File: src/rtl/buzzer_scheduler.sv
// Shares one buzzer tone generator between key-click, countdown-warning and alarm requesters,
// turning request pulses into timed on/off enable patterns with fixed-priority preemption.
module buzzer_scheduler #(
   parameter int unsigned TICK_DIV         = 100000,
   parameter int unsigned CLICK_MS         = 20,
   parameter int unsigned WARN_ON_MS       = 150,
   parameter int unsigned WARN_OFF_MS      = 100,
   parameter int unsigned WARN_COUNT       = 3,
   parameter int unsigned ALARM_ON_MS      = 250,
   parameter int unsigned ALARM_OFF_MS     = 250,
   parameter int unsigned ALARM_MAX_BURSTS = 240
) (
   input  logic       CLK,
   input  logic       RST,
   input  logic       req_click,
   input  logic       req_warn,
   input  logic       req_alarm,
   input  logic       cancel,
   output logic       buzz_en,
   output logic [1:0] active_src,
   output logic       drop,
   output logic       timeout
);

   typedef enum logic [1:0] {StIdle, StOn, StOff} state_e;

   localparam int unsigned PW = $clog2(TICK_DIV);
   localparam logic [PW-1:0] PreMax = PW'(TICK_DIV - 1);

   state_e        state_q;
   logic [PW-1:0] presc_q;
   logic [15:0]   tick_cnt_q;
   logic [7:0]    bursts_left_q;

   logic [1:0]  req_pri;
   logic [1:0]  req_cnt;
   logic        any_req;
   logic        accept;
   logic        tick;
   logic        phase_done;
   logic [15:0] on_len;
   logic [15:0] off_len;
   logic [15:0] phase_len;
   logic [7:0]  burst_init;

   always_comb begin
      req_pri = 2'd0;
      if (req_alarm)     req_pri = 2'd3;
      else if (req_warn) req_pri = 2'd2;
      else if (req_click) req_pri = 2'd1;
      req_cnt = {1'b0, req_click} + {1'b0, req_warn} + {1'b0, req_alarm};
      any_req = (req_cnt != 2'd0);
      accept  = !cancel && (req_pri > active_src);

      on_len  = 16'd1;
      off_len = 16'd1;
      unique case (active_src)
         2'd1: on_len = 16'(CLICK_MS);
         2'd2: begin
            on_len  = 16'(WARN_ON_MS);
            off_len = 16'(WARN_OFF_MS);
         end
         2'd3: begin
            on_len  = 16'(ALARM_ON_MS);
            off_len = 16'(ALARM_OFF_MS);
         end
         default: ;
      endcase
      phase_len = (state_q == StOn) ? on_len : off_len;

      burst_init = 8'd1;
      if (req_pri == 2'd2)      burst_init = 8'(WARN_COUNT);
      else if (req_pri == 2'd3) burst_init = 8'(ALARM_MAX_BURSTS);

      tick       = (presc_q == PreMax);
      phase_done = tick && (tick_cnt_q == phase_len - 16'd1);
   end

   always_ff @(posedge CLK) begin
      if (RST) begin
         state_q       <= StIdle;
         presc_q       <= '0;
         tick_cnt_q    <= '0;
         bursts_left_q <= '0;
         buzz_en       <= 1'b0;
         active_src    <= 2'd0;
         drop          <= 1'b0;
         timeout       <= 1'b0;
      end else begin
         // Lower-priority requests in the same cycle are dropped even when the top one is taken.
         drop    <= any_req && (!accept || (req_cnt > 2'd1));
         timeout <= 1'b0;
         if (cancel) begin
            state_q       <= StIdle;
            presc_q       <= '0;
            tick_cnt_q    <= '0;
            bursts_left_q <= '0;
            buzz_en       <= 1'b0;
            active_src    <= 2'd0;
         end else if (accept) begin
            state_q       <= StOn;
            presc_q       <= '0;
            tick_cnt_q    <= '0;
            bursts_left_q <= burst_init;
            buzz_en       <= 1'b1;
            active_src    <= req_pri;
         end else if (state_q != StIdle) begin
            presc_q <= tick ? '0 : presc_q + 1'b1;
            if (tick) tick_cnt_q <= phase_done ? 16'd0 : tick_cnt_q + 16'd1;
            if (phase_done) begin
               if (state_q == StOff) begin
                  state_q <= StOn;
                  buzz_en <= 1'b1;
               end else if (bursts_left_q == 8'd1) begin
                  state_q       <= StIdle;
                  bursts_left_q <= '0;
                  buzz_en       <= 1'b0;
                  active_src    <= 2'd0;
                  timeout       <= (active_src == 2'd3);
               end else begin
                  state_q       <= StOff;
                  bursts_left_q <= bursts_left_q - 8'd1;
                  buzz_en       <= 1'b0;
               end
            end
         end
      end
   end

endmodule
File: config.mk
export PLATFORM = sky130hd
export DESIGN_NAME = buzzer_scheduler
export DESIGN_NICKNAME = d
export VERILOG_FILES = /design/src/rtl/buzzer_scheduler.sv
export SDC_FILE = /design/constraint.sdc
export NUM_CORES = 1
export LEC_CHECK = 0
export ABC_AREA = 1
export CAP_MARGIN = 40
export CORE_MARGIN = 1
export CORE_UTILIZATION = 65
export CTS_BUF_LIST = sky130_fd_sc_hd__clkbuf_8
export DETAILED_ROUTE_END_ITERATION = 10
export PLACE_DENSITY = 0.83
export SYNTH_ARGS = -nofsm -noshare
export SYNTH_HDL_FRONTEND = slang
export SYNTH_SLANG_ARGS = --single-unit
File: constraint.sdc
create_clock -name CLK -period 6.3 [get_ports CLK]
set_input_delay 0.63 -clock CLK [delete_from_list [all_inputs] [get_ports CLK]]
set_output_delay 0.63 -clock CLK [all_outputs]
set_load 0.005 [all_outputs]
# Word level (Yosys, flattened, before mapping)

Index checks and enable logic that the tools add are counted.

Add/subtract/negate cells: 6
$lt $le $gt $ge: 2
Eq/ne operators: 11
Mux-type cells: 29
Bitwise gates (word level): 3
Reduce and logical (&&, ||, !) cells: 19

Operators with widths:

| cell                  | count |
|---|---|
| $mux 8                | 7 |
| $mux 16               | 2 |
| $pmux 8 s3            | 1 |
| $mux 2                | 9 |
| $add 17x1->17 const B | 1 |
| $eq 17x17->1 const B  | 1 |
| $mux 17               | 1 |
| $add 16x1->16 const B | 1 |
| $eq 16x16->1          | 1 |
| $pmux 8 s2            | 1 |
| $sub 16x1->16 const B | 1 |
| $eq 2x2->1 const B    | 5 |
| $reduce_bool 2->1     | 5 |
| $eq 8x1->1 const B    | 1 |
| $mux 1                | 8 |
| $sub 8x1->8 const B   | 1 |
| $reduce_or 7->1       | 1 |
| $reduce_and 2->1      | 3 |
| $eq 2x1->1 const B    | 2 |
| $reduce_and 4->1      | 1 |
| $logic_and 1x1->1     | 3 |
| $not 1->1             | 3 |
| $reduce_and 3->1      | 1 |
| $reduce_or 3->1       | 1 |
| other kinds (8)       | 9 |

Flip-flop bits (word level): 48
Logic and storage cells: 79

# Logic depth before layout (Yosys ltp)

Word-level depth: 9
Gate-level depth with buffers: 21

# Worst setup path before layout

Ideal clock, no wire load.

Path type: reg2reg
Start: register active_src[0]
End: register tick_cnt_q[9]
Setup time: 116 ps
Arrival time: 2,258 ps
Data required time: 6,184 ps
Slack: 3,927 ps
Stages on the path, launching flop included: 20
Buffers on the path: 0
Cell sequence: dfxtp_1 -> inv_1 -> ha_1 -> nor2_1 -> nand2_2 -> nand2_1 -> inv_1 -> ha_1 -> inv_1 -> nand2_1 -> nand2_1 -> nor2_1 -> nand3_1 -> nor2_1 -> nand2_1 -> nor2_4 -> nand3_2 -> nand2_2 -> nand2_4 -> and3_1

Longest elaborated chain between the ends: 7
Elaborated cells on any way between the ends: 13
Those cells by class: 1 x add/sub; 1 x order compare; 4 x eq/ne; 4 x mux; 3 x reduce/logical

Ends and longest elaborated chain:

| element                                         | RTL line | source |
|---|---|---|
| from (decl)                                     | 20       | `output logic [1:0] active_src,` |
| from (signal assigned)                          | 106      | `active_src <= req_pri;` |
| $eq 2x2->1 / $eq 2x1->1 (equally long branches) | 57       | `unique case (active_src)` |
| $pmux 8 s3 / $pmux 8 s2 (equally long branches) | 57       |  |
| $mux 16                                         | 69       | `phase_len = (state_q == StOn) ? on_len : off_len;` |
| $sub 16x1->16                                   | 76       | `phase_done = tick && (tick_cnt_q == phase_len - 16'd1);` |
| $eq 16x16->1                                    | 76       |  |
| $logic_and 1x1->1                               | 76       |  |
| $mux 16                                         | 109      | `if (tick) tick_cnt_q <= phase_done ? 16'd0 : tick_cnt_q + 16'd1;` |
| to (signal assigned)                            | 109      |  |
| to (decl)                                       | 32       | `logic [15:0] tick_cnt_q;` |

Parallel ways exist; a longest one is shown, timed or not.
A chain may end at the register's enable or synchronous reset.

# Worst setup path in the final report

Ends and elaborated chain as after synthesis.

==> summary.md <==
| Metric | Value |
|---|---|
| Final hold violation count | 0 |
| Outcome | finished, final reports clean |
| Tot GR Track Use | 0.271 |
| RSZ-0062 raised after global routing | no |
| VDD IR max | 0.147 mV |
| Layout cells sized above 1 | 0.112 |
| Util after Layout | 0.745 |
| Post-CTS Hold Fix Bufs | 0 |
| Chip Width | 70.1 um |
| Crit Path Class | flip-flop to flip-flop |
| Fin Setup TNS | 0 ns |
| Pwr/cell area | 191 nW/um2 |
| Fin cells | 515 |
| Synth-to-Final Area Change | 9.23% |
| Largest net degree at the start of global routing | 16 |
| Final Skew | 0.00569 ns |
| Leak | 1.37 nW |
| Global-route wire length before repair | 10.9 mm |
| I/O Pins | 11 |
| Post-cts gate resize count | 0 |
| WP data required | 6.50 ns |
| DR vias | 2788 |
| Max-cap check violation count | 0 |
| Seq/Total Area, Yosys | 0.313 |
| Setup crit start kind | flip-flop |
| Residual DRC | 0 |
| Cells after Synth | 447 |
| Post-CTS Setup Bufs | 0 |
| GPL Wtd Cong | 0.921 |
| Worst-skew pair later-pin latency | 0.30 ns |
| Yosys cell types | 39 |
| Fmax | 354 MHz |
| CTS tree | built |
| Mean Syn Cell Area | 6.73 um2 |
| PortBufs | 10 |
| Synthesis-stage register bit count | 47 |
| Ys Warns | 0 |
| Initial Util | 0.682 |
| Placed cell count | 507 |
| Final min period | 2.82 ns |
| Syn_nets | 467 |
| Initial antenna violation count | 0 |
| Vias per std cell | 5.41 |
| Endpoint type of the worst setup path | flip-flop |
| Grt ovf | 0 |
| Clock Root Buffer | clkbuf_8 |
| TritonCTS Buffers | 5 |
| CTS clk-pin slew, worst paths | 0.09 ns |
| Fin nets | 482 |
| Hold Path Class | flip-flop to flip-flop |
| N_diodes | 0 |
| Wire length per cell | 12.5 um |
| Htree depth | 2 |
| Die Area | 4910 um2 |
| CP max FO | 9 |
| CP arrival | 3.03 ns |
| Die height | 70.1 um |
| Remaining antenna violation count | 0 |
| CTS sink count | 47 |
| Detailed Routing Iterations Pass 1 | 4 |
| Fin. max-slew vios | 0 |
| Number of global-route vias before repair | 2558 |
| Initial DRC count | 171 |
| Core Rows | 24 |
| Drt total wl | 6.44 mm |
| Hold_ws | 0.481 ns |
| Tcrit/Tclk final | 0.448 |
| DP Wirelength | 4.95 mm |
| Setup-failing EPs final | 0 |
| Clock Tree Buf Depth | 2 |
| Mapped Area | 3010 um2 |
| Core Area | 4410 um2 |
==> area by class of cell <==
class	count	area (um2)
Clock buffer	6	82.6
Clock inverter	2	38.8
Fill cell	340	1130
Inverter	76	288
Multi-Input combinational cell	322	1770
Sequential cell	47	941
Tap cell	52	65.1
Timing Repair Buffer	10	100
==> kinds of logic after synthesis <==
kind of cell,synth area share
other,0.00125
and+or+nand+nor,0.387
AOI/OAI and AO/OA,0.0873
adders and majority gates,0.0607
DFF,0.313
xor gates and xnor gates,0.0524
buffers and inverters,0.0985
==> registers in the layout (all words and copies together), names as in the netlist <==
signal and flops:
state_q 1, drop 1, bursts_left_q 8, buzz_en 1, tick_cnt_q 16, active_src 2, timeout 1, presc_q 17
==> synthesized netlist by cell type, drive strengths merged <==
library cell | n | area share
nand2 | 107 | 0.15
inv | 74 | 0.093
nor2 | 65 | 0.096
dfxtp | 47 | 0.31
nand3 | 37 | 0.071
a21oi | 23 | 0.039
nor3 | 18 | 0.032
o21ai | 17 | 0.030
xor2 | 16 | 0.047
ha | 13 | 0.054
nand4 | 8 | 0.021
nor4 | 4 | 0.0083
clkinv | 2 | 0.0025
nand3b | 2 | 0.0050
xnor2 | 2 | 0.0058
a2111oi | 1 | 0.0050
a211oi | 1 | 0.0025
a221oi | 1 | 0.0029
and3 | 1 | 0.0021
buf | 1 | 0.0017
clkbuf | 1 | 0.0012
conb | 1 | 0.0012
fa | 1 | 0.0067
o211a | 1 | 0.0033
o21a | 1 | 0.0025
o22ai | 1 | 0.0021
or2 | 1 | 0.0021
==> routing by layer <==
| layer | vias up | share of wire | GRT usage |
|---|---|---|---|
| met5 | - | 0 | 0 |
| met4 | 0 | 0.0082 | 0.0600 |
| met3 | 6 | 0.046 | 0.0491 |
| met2 | 60 | 0.49 | 0.471 |
| met1 | 1266 | 0.46 | 0.350 |
| li1 | 1456 | - | - |
==> power breakdown <==
group	leakage (nW)	switching, mW	internal [mW]	total [mW]
Sequential	0.380	0.00461	0.301	0.305
Clock	0.0618	0.108	0.131	0.238
Combinational	0.926	0.0543	0.0312	0.0855
Total	1.37	0.167	0.462	0.629
==> worst paths after layout <==
kind	from	to	slack, ns	cells past startpoint
max reg2reg	active_src[0]$_SDFFE_PP0P_	tick_cnt_q[9]$_SDFFE_PP0P_	3.48	18
max	active_src[0]$_SDFFE_PP0P_	tick_cnt_q[9]$_SDFFE_PP0P_	3.48	18
min reg2reg	bursts_left_q[7]$_SDFFE_PP0P_	bursts_left_q[7]$_SDFFE_PP0P_	0.48	2
min	bursts_left_q[7]$_SDFFE_PP0P_	bursts_left_q[7]$_SDFFE_PP0P_	0.48	2
==> cells in the final DEF (no fill, tap or decap), types with 2 or more instances in the layout <==
cell             instances
nand3_1                 31
ha_1                    13
clkinv_1                 2
clkbuf_8                 6
nor4_1                   4
nor2_4                   3
xor2_1                  16
inv_1                   69
xnor2_1                  2
clkdlybuf4s50_1         10
nor3_1                  17
nand4_2                  2
nand2_2                 11
nand2_1                 93
nand4_1                  6
nor2_2                   9
a21oi_1                 22
inv_2                    4
nand2_4                  3
nand3_2                  6
nor2_1                  53
nand3b_1                 2
o21ai_0                 15
dfxtp_1                 47
==> critical path, stage by stage (launching register included) <==
cell and delay, ns:
dfxtp_1 0.48, inv_1 0.13, ha_1 0.21, nor2_1 0.15, nand2_2 0.08, nand2_1 0.09
inv_1 0.06, ha_1 0.30, nand2_1 0.07, nand2_1 0.05, nor2_1 0.09, nand3_1 0.10
nor2_1 0.12, nand2_1 0.10, nor2_4 0.13, nand3_2 0.13, nand2_2 0.13, nand2_4 0.10
and3_1 0.21
==> stage by stage <==
step | worst slack (ns) | cell area, um2 | total power, mW
4_1_cts | 3.50 | 3290 | 0.631
3_5_place_dp | 3.28 | 3170 | 0.396
2_1_floorplan | 3.93 | 3010 | 0.375
3_3_place_gp | 3.38 | 3170 | 0.394
6_report | 3.48 | 3290 | 0.629
5_1_grt | 3.33 | 3290 | 0.652
(Power assumes the default switching activity.)
